--- config.mk ---
export PLATFORM = sky130hd
export DESIGN_NAME = max7219_serial_rx_flat
export DESIGN_NICKNAME = d
export VERILOG_FILES = /design/src/rtl/max7219_serial_rx_if.sv /design/src/rtl/max7219_serial_rx.sv /design/src/flat_wrapper.sv
export SDC_FILE = /design/constraint.sdc
export NUM_CORES = 1
export LEC_CHECK = 0
export ABC_AREA = 0
export CORE_ASPECT_RATIO = 0.9
export CORE_MARGIN = 2
export CORE_UTILIZATION = 55
export DETAILED_ROUTE_END_ITERATION = 16
export HOLD_SLACK_MARGIN = 0.03
export PLACE_DENSITY_LB_ADDON = 0.05
export SYNTH_ARGS = -nofsm -noshare
export SYNTH_HDL_FRONTEND = slang
export SYNTH_SLANG_ARGS = --single-unit
--- constraint.sdc ---
create_clock -name clk -period 4.11 [get_ports clk]
set_input_delay 0.411 -clock clk [delete_from_list [all_inputs] [get_ports clk]]
set_output_delay 0.411 -clock clk [all_outputs]
set_load 0.02 [all_outputs]
--- src/rtl/max7219_serial_rx_if.sv ---
// ---------------------------------------------------------------------------
// max7219_serial_rx_if
//   Three-wire MAX7219 serial link (LOAD/DIN/CLK) as seen between the link
//   transmitter and the receiver.
//   i_max7219_clk   serial clock, asynchronous to the receiver system clock
//   i_max7219_din   serial data, MSB first
//   i_max7219_load  latch strobe, rising edge commits the chain
//   modport master : drives the link (transmitter / testbench)
//   modport slave  : samples the link (receiver)
// ---------------------------------------------------------------------------
interface max7219_serial_rx_if;
  logic i_max7219_clk;
  logic i_max7219_din;
  logic i_max7219_load;

  modport master (
    output i_max7219_clk,
    output i_max7219_din,
    output i_max7219_load
  );

  modport slave (
    input i_max7219_clk,
    input i_max7219_din,
    input i_max7219_load
  );
endinterface

--- src/rtl/max7219_serial_rx.sv ---
// ---------------------------------------------------------------------------
// max7219_serial_rx
//   Oversamples the MAX7219 3-wire link on clk, deserializes the daisy chain
//   of 16-bit frames and, after every LOAD rising edge, emits one decoded
//   frame per cascaded device on consecutive cycles (idx 0 = nearest DIN).
// Ports
//   clk, rst_n      system clock, asynchronous active-low reset
//   link            serial link (slave modport)
//   o_frame_valid   one-cycle strobe qualifying o_frame_idx/addr/data
//   o_frame_idx     device index of the emitted frame
//   o_frame_addr    frame bits D11..D8
//   o_frame_data    frame bits D7..D0
//   o_busy          high while frames are being emitted
//   o_bit_cnt_err   pulse on LOAD rise when bit count != 16*G_NB_MATRIX
//   o_overrun       pulse when LOAD rises while still emitting
// ---------------------------------------------------------------------------
module max7219_serial_rx #(
  parameter int G_NB_MATRIX   = 8,
  parameter int G_SYNC_STAGES = 2,
  parameter int G_IDX_WIDTH   = 3
) (
  input  logic                   clk,
  input  logic                   rst_n,
  max7219_serial_rx_if.slave     link,
  output logic                   o_frame_valid,
  output logic [G_IDX_WIDTH-1:0] o_frame_idx,
  output logic [3:0]             o_frame_addr,
  output logic [7:0]             o_frame_data,
  output logic                   o_busy,
  output logic                   o_bit_cnt_err,
  output logic                   o_overrun
);

  localparam int CHAIN_W = 16 * G_NB_MATRIX;
  // D15..D12 of the farthest device are never observed, so they are not stored.
  localparam int SR_W    = CHAIN_W - 4;
  localparam int SNAP_W  = 12 * G_NB_MATRIX;
  localparam int CNT_W   = $clog2(CHAIN_W + 2);

  localparam logic [CNT_W-1:0]       CNT_FULL = CNT_W'(CHAIN_W);
  localparam logic [CNT_W-1:0]       CNT_SAT  = CNT_W'(CHAIN_W + 1);
  localparam logic [G_IDX_WIDTH-1:0] IDX_LAST = G_IDX_WIDTH'(G_NB_MATRIX - 1);

  localparam logic [0:0] ST_IDLE = 1'b0;
  localparam logic [0:0] ST_EMIT = 1'b1;

  logic [G_SYNC_STAGES-1:0] clk_sync_r;
  logic [G_SYNC_STAGES-1:0] din_sync_r;
  logic [G_SYNC_STAGES-1:0] load_sync_r;
  logic                     clk_prev_r;
  logic                     load_prev_r;
  logic [SR_W-1:0]          sr_r;
  logic [SNAP_W-1:0]        snap_r;
  logic [CNT_W-1:0]         cnt_r;
  logic [0:0]               state_r;
  logic [G_IDX_WIDTH-1:0]   idx_r;

  logic                     clk_rise_s;
  logic                     load_rise_s;
  logic                     din_s;
  logic [SR_W-1:0]          sr_next_s;
  logic [CNT_W-1:0]         cnt_next_s;
  logic [3:0]               addr_s;
  logic [7:0]               data_s;

  assign clk_rise_s  = clk_sync_r[G_SYNC_STAGES-1] & ~clk_prev_r;
  assign load_rise_s = load_sync_r[G_SYNC_STAGES-1] & ~load_prev_r;
  assign din_s       = din_sync_r[G_SYNC_STAGES-1];
  assign o_busy      = (state_r == ST_EMIT);

  // Synchronizers and edge-detect history for the asynchronous link inputs.
  always_ff @(posedge clk or negedge rst_n) begin
    if (!rst_n) begin
      clk_sync_r  <= '0;
      din_sync_r  <= '0;
      load_sync_r <= '0;
      clk_prev_r  <= 1'b0;
      load_prev_r <= 1'b0;
    end else begin
      clk_sync_r  <= {clk_sync_r[G_SYNC_STAGES-2:0], link.i_max7219_clk};
      din_sync_r  <= {din_sync_r[G_SYNC_STAGES-2:0], link.i_max7219_din};
      load_sync_r <= {load_sync_r[G_SYNC_STAGES-2:0], link.i_max7219_load};
      clk_prev_r  <= clk_sync_r[G_SYNC_STAGES-1];
      load_prev_r <= load_sync_r[G_SYNC_STAGES-1];
    end
  end

  // Next shift-register and bit-count values; a same-cycle LOAD rise sees these.
  always_comb begin
    sr_next_s  = sr_r;
    cnt_next_s = cnt_r;
    if (clk_rise_s) begin
      sr_next_s = {sr_r[SR_W-2:0], din_s};
      if (cnt_r == CNT_SAT) begin
        cnt_next_s = cnt_r;
      end else begin
        cnt_next_s = cnt_r + CNT_W'(1);
      end
    end else begin
      sr_next_s  = sr_r;
      cnt_next_s = cnt_r;
    end
  end

  // Shift register, bit counter and snapshot of the D11..D0 field of every frame.
  always_ff @(posedge clk or negedge rst_n) begin
    if (!rst_n) begin
      sr_r   <= '0;
      cnt_r  <= '0;
      snap_r <= '0;
    end else begin
      sr_r <= sr_next_s;
      if (load_rise_s) begin
        cnt_r <= '0;
        for (int k = 0; k < G_NB_MATRIX; k++) begin
          snap_r[12*k +: 12] <= sr_next_s[16*k +: 12];
        end
      end else begin
        cnt_r <= cnt_next_s;
      end
    end
  end

  // Field select of the frame currently addressed by idx_r.
  always_comb begin
    addr_s = 4'h0;
    data_s = 8'h00;
    for (int k = 0; k < G_NB_MATRIX; k++) begin
      if (idx_r == G_IDX_WIDTH'(k)) begin
        addr_s = snap_r[12*k+8 +: 4];
        data_s = snap_r[12*k +: 8];
      end else begin
        addr_s = addr_s;
        data_s = data_s;
      end
    end
  end

  // Emit FSM: a LOAD rise always (re)starts a burst at idx 0.
  always_ff @(posedge clk or negedge rst_n) begin
    if (!rst_n) begin
      state_r <= ST_IDLE;
      idx_r   <= '0;
    end else if (load_rise_s) begin
      state_r <= ST_EMIT;
      idx_r   <= '0;
    end else begin
      case (state_r)
        ST_IDLE: begin
          state_r <= ST_IDLE;
          idx_r   <= '0;
        end
        ST_EMIT: begin
          if (idx_r == IDX_LAST) begin
            state_r <= ST_IDLE;
            idx_r   <= '0;
          end else begin
            state_r <= ST_EMIT;
            idx_r   <= idx_r + G_IDX_WIDTH'(1);
          end
        end
        default: begin
          state_r <= ST_IDLE;
          idx_r   <= '0;
        end
      endcase
    end
  end

  // Registered outputs; the frame of an interrupted burst is dropped on a LOAD rise.
  always_ff @(posedge clk or negedge rst_n) begin
    if (!rst_n) begin
      o_frame_valid <= 1'b0;
      o_frame_idx   <= '0;
      o_frame_addr  <= 4'h0;
      o_frame_data  <= 8'h00;
      o_bit_cnt_err <= 1'b0;
      o_overrun     <= 1'b0;
    end else begin
      o_frame_valid <= (state_r == ST_EMIT) && !load_rise_s;
      o_frame_idx   <= idx_r;
      o_frame_addr  <= addr_s;
      o_frame_data  <= data_s;
      o_bit_cnt_err <= load_rise_s && (cnt_next_s != CNT_FULL);
      o_overrun     <= load_rise_s && (state_r == ST_EMIT);
    end
  end

endmodule

--- src/flat_wrapper.sv ---
// flat-port wrapper written by rule: the top's interface ports become plain ports
module max7219_serial_rx_flat 
#(
  parameter int G_NB_MATRIX   = 8,
  parameter int G_SYNC_STAGES = 2,
  parameter int G_IDX_WIDTH   = 3
)
  (clk, rst_n, o_frame_valid, o_frame_idx, o_frame_addr, o_frame_data, o_busy, o_bit_cnt_err, o_overrun, link_i_max7219_clk, link_i_max7219_din, link_i_max7219_load);
  max7219_serial_rx_if link_i ();
  input  logic clk;
  input  logic rst_n;
  output logic o_frame_valid;
  output logic [G_IDX_WIDTH-1:0] o_frame_idx;
  output logic [3:0] o_frame_addr;
  output logic [7:0] o_frame_data;
  output logic o_busy;
  output logic o_bit_cnt_err;
  output logic o_overrun;
  input wire logic [$bits(link_i.i_max7219_clk)-1:0] link_i_max7219_clk;
  input wire logic [$bits(link_i.i_max7219_din)-1:0] link_i_max7219_din;
  input wire logic [$bits(link_i.i_max7219_load)-1:0] link_i_max7219_load;
  assign link_i.i_max7219_clk = link_i_max7219_clk;
  assign link_i.i_max7219_din = link_i_max7219_din;
  assign link_i.i_max7219_load = link_i_max7219_load;
  max7219_serial_rx #(.G_NB_MATRIX(G_NB_MATRIX), .G_SYNC_STAGES(G_SYNC_STAGES), .G_IDX_WIDTH(G_IDX_WIDTH)) u_core (.clk(clk), .rst_n(rst_n), .link(link_i), .o_frame_valid(o_frame_valid), .o_frame_idx(o_frame_idx), .o_frame_addr(o_frame_addr), .o_frame_data(o_frame_data), .o_busy(o_busy), .o_bit_cnt_err(o_bit_cnt_err), .o_overrun(o_overrun));
endmodule
==> impl.org, run 1 <==
** Layout
- Top library cells by usage in the layout, fill and taps aside :: 379 x sky130_fd_sc_hd__nand2_1, 258 x sky130_fd_sc_hd__dfrtp_1, 96 x sky130_fd_sc_hd__mux2_2
- Summing all multi-input logic gate instances after layout gives 3710 um2.
- In the final layout, the share of cells above drive strength 1 is roughly 16%.
- The library cell used most frequently in the layout, excluding fill and tap cells, is sky130_fd_sc_hd__nand2_1.
- The filler cells instantiated in the layout total roughly 1,500.
- The area growth from synthesis to layout is 12.6%.
- The finished layout holds between 1,000 and 1,500 standard cells, fillers aside.
- Number of nets in the layout :: 999
- The sequential cells in the finished layout cover a total of around 6500 um2.
- Number of diodes :: 0
- Final standard cell utilization of the core :: ~63%

** Synth
- XOR/XNOR share of the synthesized area :: 0.580%
- Dividing the synthesized area by the synthesized cell count gives around 11 um2.
- Leading area contributor after synthesis :: sky130_fd_sc_hd__dfrtp_1
- Share of the yosys chip area belonging to registers :: 61.1%
- For this run, the number of Yosys warnings is 0.
- Async SR Flop Fraction :: 100%
- Number of instances in the synthesized netlist :: roughly 980
- Share of synthesized cell area in and, or, nand and nor gates :: between 10% and 20%
- Area contributors post-synth :: sky130_fd_sc_hd__dfrtp_1 61%, sky130_fd_sc_hd__nand2_1 13%, sky130_fd_sc_hd__mux2_2 10%
- After synthesis, the netlist uses 43 different library cells.
- After synthesis, the share of cell area in mux cells is roughly 10%.
- The synthesized design contains approximately 260 register bits.
- Synth top area share :: approximately three fifths
- Complex-gate fraction of the synthesized area :: 5.79%
- The number of nets in the synthesized netlist is roughly 1,000.
- Combinational family with the most area after synthesis :: simple AND/OR/NAND/NOR gates
- Yosys mapped a number of flops with a built-in enable equal to 0.
- The synthesized netlist occupies a cell area of ~11,000 um2.
- Summing the areas of all fa, ha and maj instances in the mapped netlist gives less than 1% of the synthesized area.
- Among all flip-flop cells after synthesis, the most frequent one is sky130_fd_sc_hd__dfrtp_1.

** Clock tree
- CTS built an H-tree with a depth of 1.
- Clock latency on the worst-skew pair :: 0.53 ns
- In this run the post-CTS setup repair buffer count came out at 0.
- Clock Pin Slew Worst Setup and Hold Paths :: 0.06 ns
- Counting along the longest clock path gives a buffer depth of 3.
- Counting the buffers created by CTS gives 27.
- TritonCTS built the clock tree.
- For this design, the sink count on the clock tree is approximately 260.
- Hold buffer count at CTS :: 0
- The tree is rooted in a sky130_fd_sc_hd__clkbuf_16.
- The number of gates resized after CTS was 0.

** Global routing
- The number of antenna violations at the first check in global routing is 0.
- Summed over all layers, the global routing overflow is 0.
- Entering global routing, the biggest net connects approximately 130 pins.
- Global-route wire length before repair :: 39.0 mm
- Via count of the first global-routing pass :: a little over 7,000
- Global routing consumed, over all layers together, between 20 and 25% of the routing resources.

** Floorplanning
- # rows :: 48
- The region available for standard cell placement spans ~19,000 um2.
- 24 I/O pins were placed.
- The floorplan step set the die width to between 150 and 200 um.
- For this configuration, the core starts out at a cell density of a little under three fifths.
- Die footprint :: 20,400 um2
- Chip Height :: ~140 um

** Placed design
- Final HPWL DP :: between 15 and 20 mm
- Placement Setup Slack :: roughly 1.4 ns
- The congestion estimate from routability-driven global placement came to 0.888.
- Port buffering added 23 buffers.
- Dpl cells :: around 1,200

** Worst setup path
- Worst path required time :: about 4.5 ns
- Category of the critical setup timing path :: reg -> reg
- Worst path arrival time :: approximately 3.1 ns
- STA classifies the critical path endpoint as a flop.
- The worst setup path is launched from a flop.
- CP max FO :: 26

** Timing
- Period minus WS final :: 2.80 ns
- Final-layout setup total negative slack :: 0 ns
- Across all setup checks in the final design, the least slack found is between 1 and 1.5 ns.
- Dividing the final minimum period by the clock period gives about 70%.
- Setup repair after global routing left no endpoint under its margin.
- The max-slew violation total from the final report was 0.
- On the final layout, the worst clock skew is between 0.01 and 0.015 ns.
- Setup violations remaining at the end of the flow were counted as 0.
- Measured against its own limit, the worst slew margin works out to 29.2%.
- The final hold violation count is 4.
- Fmax achieved :: 358 MHz
- Worst-margin pin slew :: about 1.1 ns
- The tightest hold path in the finished design has a slack of -0.0180 ns.

** Routing
- For this block, the initial DRC count from the detailed router was 413.
- Drt drc :: 0
- The detail route stage leaves a number of antenna-violating nets equal to 0.
- Vias after detailed routing :: 6,965
- For this run, the detailed router's first-pass iteration total came to 5.
- Via density per instance :: between 5 and 6
- Summed over all layers, the routed wires come to around 24 mm.
- Wire length per cell :: just under 20 um

** Power and ir drop
- Leakage Power :: approximately 6.1 nW
- VDD sags by at most 0.452 mV.
- The completed layout was analyzed and its total power is between 6 and 7 mW.
- In this run the power density over the cells is about 550 nW/um2.

** Run status
- The checks that failed: negative hold slack.
- The run finished, with violations left.

** Min path
- The path class of the tightest hold or removal check is in -> async.

** Flow run
- Max-cap violations in this run came to 0.
==> routing by layer <==
layer / track usage, % / up-vias / wire [um]
li1: - / 3232 / -
met1: 36.3 / 3564 / 11300
met2: 39.7 / 134 / 11500
met3: 3.74 / 35 / 870
met4: 5.92 / 0 / 526
met5: 0 / - / 0
==> cell usage after synthesis (3+ instances only) <==
cell                       number
sky130_fd_sc_hd__a221o_1       12
sky130_fd_sc_hd__a221oi_1      12
sky130_fd_sc_hd__a22oi_1       12
sky130_fd_sc_hd__a31oi_1       13
sky130_fd_sc_hd__and2_1        14
sky130_fd_sc_hd__buf_1          8
sky130_fd_sc_hd__buf_2         14
sky130_fd_sc_hd__buf_4          7
sky130_fd_sc_hd__buf_6          5
sky130_fd_sc_hd__clkbuf_1      26
sky130_fd_sc_hd__dfrtp_1      258
sky130_fd_sc_hd__ha_1           8
sky130_fd_sc_hd__inv_1         31
sky130_fd_sc_hd__mux2_2        96
sky130_fd_sc_hd__nand2_1      379
sky130_fd_sc_hd__nand2b_1      14
sky130_fd_sc_hd__nand3_1       13
sky130_fd_sc_hd__nor2_1        11
sky130_fd_sc_hd__o32ai_1       12
sky130_fd_sc_hd__xnor2_1        4
sky130_fd_sc_hd__xor2_1         3
==> worst paths after layout <==
kind / end / cells past startpoint / slack (ns) / from
min in group clk: u_core.load_sync_r[0] / 1 / 0.32 / link_i_max7219_load
max in group asynchronous: u_core.snap_r[69] / 2 / 3.23 / rst_n
worst min register to register: u_core.clk_sync_r[1] / 0 / 0.35 / u_core.clk_sync_r[0]
worst max register to register: u_core.o_frame_addr[3] / 5 / 1.31 / u_core.idx_r[0]
worst max-delay path: u_core.o_frame_addr[3] / 5 / 1.31 / u_core.idx_r[0]
worst min-delay path: u_core.cnt_r[1] / 1 / -0.02 / rst_n
==> through the flow <==
step / area [um2] / hold WS [ns]
after floorplan: 10600 / 0.115
after global placement: 11000 / 0.338
after detailed placement: 11000 / 0.338
after CTS: 11900 / 0.0467
after global routing: 11900 / 0.0757
final: 11900 / -0.0180
==> state kept, by name, indices dropped and copies added (netlist names) <==
name,count
u_core.sr_r,124
u_core.snap_r,96
u_core.cnt_r,8
u_core.o_frame_data,8
u_core.o_frame_addr,4
u_core.idx_r,3
u_core.o_frame_idx,3
u_core.clk_sync_r,2
u_core.din_sync_r,2
u_core.load_sync_r,2
u_core.clk_prev_r,1
u_core.load_prev_r,1
u_core.o_bit_cnt_err,1
u_core.o_busy,1
u_core.o_frame_valid,1
u_core.o_overrun,1
==> layout make-up <==
| cell class | instances | area share (%) |
|---|---|---|
| clock buffer | 40 | 6.67 |
| inverter | 31 | 0.977 |
| clock inverter | 8 | 1.23 |
| sequential | 258 | 54.2 |
| timing repair buffer | 34 | 3.09 |
| tap | 250 | 2.63 |
| multi-input combinational | 634 | 31.2 |
==> where the power goes <==
| group | internal (mW) | switching (mW) |
|---|---|---|
| Clock | 1.58 | 0.969 |
| Combinational | 0.458 | 0.682 |
| Sequential | 2.74 | 0.155 |
| Total | 4.78 | 1.81 |
==> cells by family after synthesis <==
| kind of cell | count (synthesis) |
|---|---|
| adders and majority gates | 8 |
| DFF | 258 |
| AOI/OAI and AO/OA | 76 |
| xor gates and xnor gates | 7 |
| buffers and inverters | 91 |
| and+or+nand+nor | 447 |
| muxes | 96 |
==> critical path, cell delays in order (launching register included) <==
cell and delay [ns]:
sky130_fd_sc_hd__dfrtp_1 0.44, sky130_fd_sc_hd__ha_1 0.58, sky130_fd_sc_hd__nor2b_2 0.97, sky130_fd_sc_hd__a221oi_1 0.24, sky130_fd_sc_hd__o32ai_1 0.30, sky130_fd_sc_hd__a31oi_1 0.07
No activity file was read; power rests on OpenSTA's default activity.
==> run 2: changes to the inputs <==
- clock period: 4.11 -> 2.2 ns (I/O delays scaled with it)
==> run 2 against run 1 <==
Compared with the run above:
- the flow now finishes without violations
- via count up 0.85%
- clock power up 86%
- fmax up 42%
- design area up 0.97%
- sequential cell count unchanged
- critical path type unchanged
==> impl.org, run 2 (synthesis results as in run 1) <==
** Routing
- After detailed routing, the number of remaining DRC violations is 0.
- Number of search-and-repair iterations in the first detailed-routing pass :: 5
- Wire length per cell :: 18.9 um
- Via density per instance :: approximately 5.6
- 1st-iter DRT viols :: about 470
- Total wire length :: between 20 and 25 mm
- Antenna viol nets, final :: 0
- The routed layout has 7,024 vias.

** Layout
- 0 antenna diodes ended up in the layout.
- The final layout contains approximately 1,000 nets.
- The largest registers in the layout are u_core.sr_r x124, u_core.snap_r x96.
- After filler insertion, the fill cell instance count of the layout stands at roughly 1,500.
- The multi-input combinational cells in the finished layout cover a total of roughly 3700 um2.
- The register with the most flip-flops in the layout has between 100 and 150 of them.
- Leading cell type in the layout, fill and taps excluded :: sky130_fd_sc_hd__nand2_1
- In the final layout, the share of cells above drive strength 1 is 16.3%.
- Sequential cell area in the final layout :: 6460 um2
- From synthesis to final layout, the design area changed by 13.7%.
- Top library cells by usage in the layout, fill and taps aside :: 379 x sky130_fd_sc_hd__nand2_1, 258 x sky130_fd_sc_hd__dfrtp_1, 96 x sky130_fd_sc_hd__mux2_2
- Most flop-heavy register :: u_core.sr_r

** Floorplanning
- I/O pins :: 24
- Row generation in the floorplan step produced 48 rows.
- In this run the vertical extent of the chip is about 140 um.
- Die footprint :: between 20,000 and 25,000 um2
- The total area inside the core boundary comes to between 15,000 and 20,000 um2.
- Measured along the x axis, the die boundary spans roughly 150 um.
- Once the floorplan was initialized, standard cells occupied 55.5% of the core.

** Timing
- Maximum clock skew at final layout :: around 0.013 ns
- For this run, the top clock speed supported by timing is roughly 500 MHz.
- Number of setup violations in the final report :: 0
- Worst-margin pin slew :: approximately 0.66 ns
- Setup repair after global routing left no endpoint under its margin.
- The max-slew violation total from the final report was 0.
- Number of hold-slack violations in the final timing report :: 0
- The routed design could run at a clock period as short as between 1.5 and 2 ns.
- After layout, the worst path uses 89.4% of the clock period.
- Worst slew margin relative to its limit :: a little under three fifths
- Final hold analysis gives a worst-case slack of roughly 0.14 ns.

** Global routing
- The number of antenna violations at the first check in global routing was 0.
- Entering global routing, the biggest net connects roughly 110 pins.
- The first global-routing pass estimated between 30 and 40 mm of wire.
- Via count of the first global-routing pass :: 7,168
- Overflow left after global routing :: 0
- Overall Global Routing Usage :: 24.4%

** Min path
- Hold Path Depth :: 1
- The startpoint identified for the worst hold timing path is link_i_max7219_clk.
- The tightest min-delay check is of the in -> reg type.
- Hold EP :: u_core.clk_sync_r[0]

** Run status
- The run finished with clean final reports.

** Clock tree
- Inserted Clock Buffers :: 26
- Count of clock tree sinks :: between 200 and 300
- Clock tree from TritonCTS :: yes
- In this run the number of H-tree levels came out at 1.
- The clock passes through at most 3 buffers.
- After clock tree synthesis, the clock-pin slew on the worst setup and hold paths is 0.06 ns.
- Root buffer selected by CTS :: sky130_fd_sc_hd__clkbuf_16
- At the later pin of the worst-skew pair, clock insertion delay measures 0.53 ns.

** Worst setup path
- Cells on worst reg2reg path :: 6
- Data arrives at the worst endpoint at about 2.4 ns.
- The worst setup path is captured at a flop.
- CP max FO :: 12
- Startpoint types :: flop
- Data on the critical path is required at its endpoint by 2.60 ns.
- Setup slack on the worst reg-to-reg path comes out at roughly 0.23 ns.
- Crit Reg-Reg Startpoint :: u_core.idx_r[0]
- Crit Reg-Reg Endpoint :: u_core.o_frame_data[0]
- The critical path is of the reg -> reg type.

** Placed design
- Routability Congestion :: approximately 0.86
- IO buf count :: 23
- Final HPWL DP :: roughly 15 mm

** Power and ir drop
- Power density cells :: 1030 nW/um2
- Overall power consumption after layout is estimated at around 12 mW.
- For this design the static power due to leakage is 6.14 nW.
- The worst-case IR drop observed on VDD is 0.747 mV.

** Flow run
- Max-cap violations in this run came to 0.
==> run 2: critical path, stage by stage (launching register included) <==
cell,delay [ns]
sky130_fd_sc_hd__dfrtp_1,0.43
sky130_fd_sc_hd__ha_1,0.25
sky130_fd_sc_hd__ha_1,0.24
sky130_fd_sc_hd__inv_1,0.08
sky130_fd_sc_hd__nand2_1,0.33
sky130_fd_sc_hd__o32ai_1,0.43
sky130_fd_sc_hd__a31oi_1,0.08
==> run 2: what timing repair did <==
action,in CTS,in global routing
pin swaps,0,0
resized for setup,1,1
setup endpoints to repair,7,1
endpoints found under the hold margin,55,0
cloned,0,0
hold buffers,1,0
setup buffers,0,0
==> run 2: metal layers <==
layer	share of wire, %	wire length, um	track usage, %
met3	3.6	847	3.27
met5	0	0	0
met2	49	11700	39.4
met1	46	10800	35.8
met4	2.0	471	5.50
==> run 2: area by class of cell <==
cell class | instances | share of cell area [%]
clock buffers | 36 | 6.48
clock inverters | 10 | 1.27
inverters | 31 | 0.968
multi-input cells | 634 | 30.9
flip-flops and latches | 258 | 53.7
well taps | 250 | 2.60
repair buffers | 41 | 4.04
==> run 2: power breakdown <==
group	total, mW	internal, mW	switching (mW)
Combinational	2.24	0.931	1.31
Sequential	5.40	5.12	0.287
Clock	4.75	2.93	1.82
Total	12.4	8.98	3.41
==> run 2: worst max-delay path by stage <==
stage / from / to / slack [ns]
floorplan: u_core.idx_r[0] / u_core.o_frame_addr[0] / 0.52
global placement: u_core.idx_r[0] / u_core.o_frame_data[6] / 0.05
detailed placement: u_core.idx_r[0] / u_core.o_frame_addr[3] / -0.03
CTS: u_core.idx_r[1] / u_core.o_frame_data[0] / 0.20
global route: u_core.idx_r[0] / u_core.o_frame_addr[3] / 0.05
finish: u_core.idx_r[0] / u_core.o_frame_data[0] / 0.23
==> run 2: through the flow <==
step | utilization [%] | TNS, ns | setup slack, ns | instances | instance area [um2]
2_1_floorplan | - | 0 | 0.520 | 983 | 10600
3_3_place_gp | 58.2 | 0 | 0.0482 | 1213 | 11100
3_5_place_dp | 58.2 | -0.0746 | -0.0269 | 1213 | 11100
4_1_cts | 63.1 | 0 | 0.199 | 1260 | 12000
5_1_grt | 63.2 | 0 | 0.0516 | 1260 | 12000
6_report | 63.2 | 0 | 0.232 | 1260 | 12000
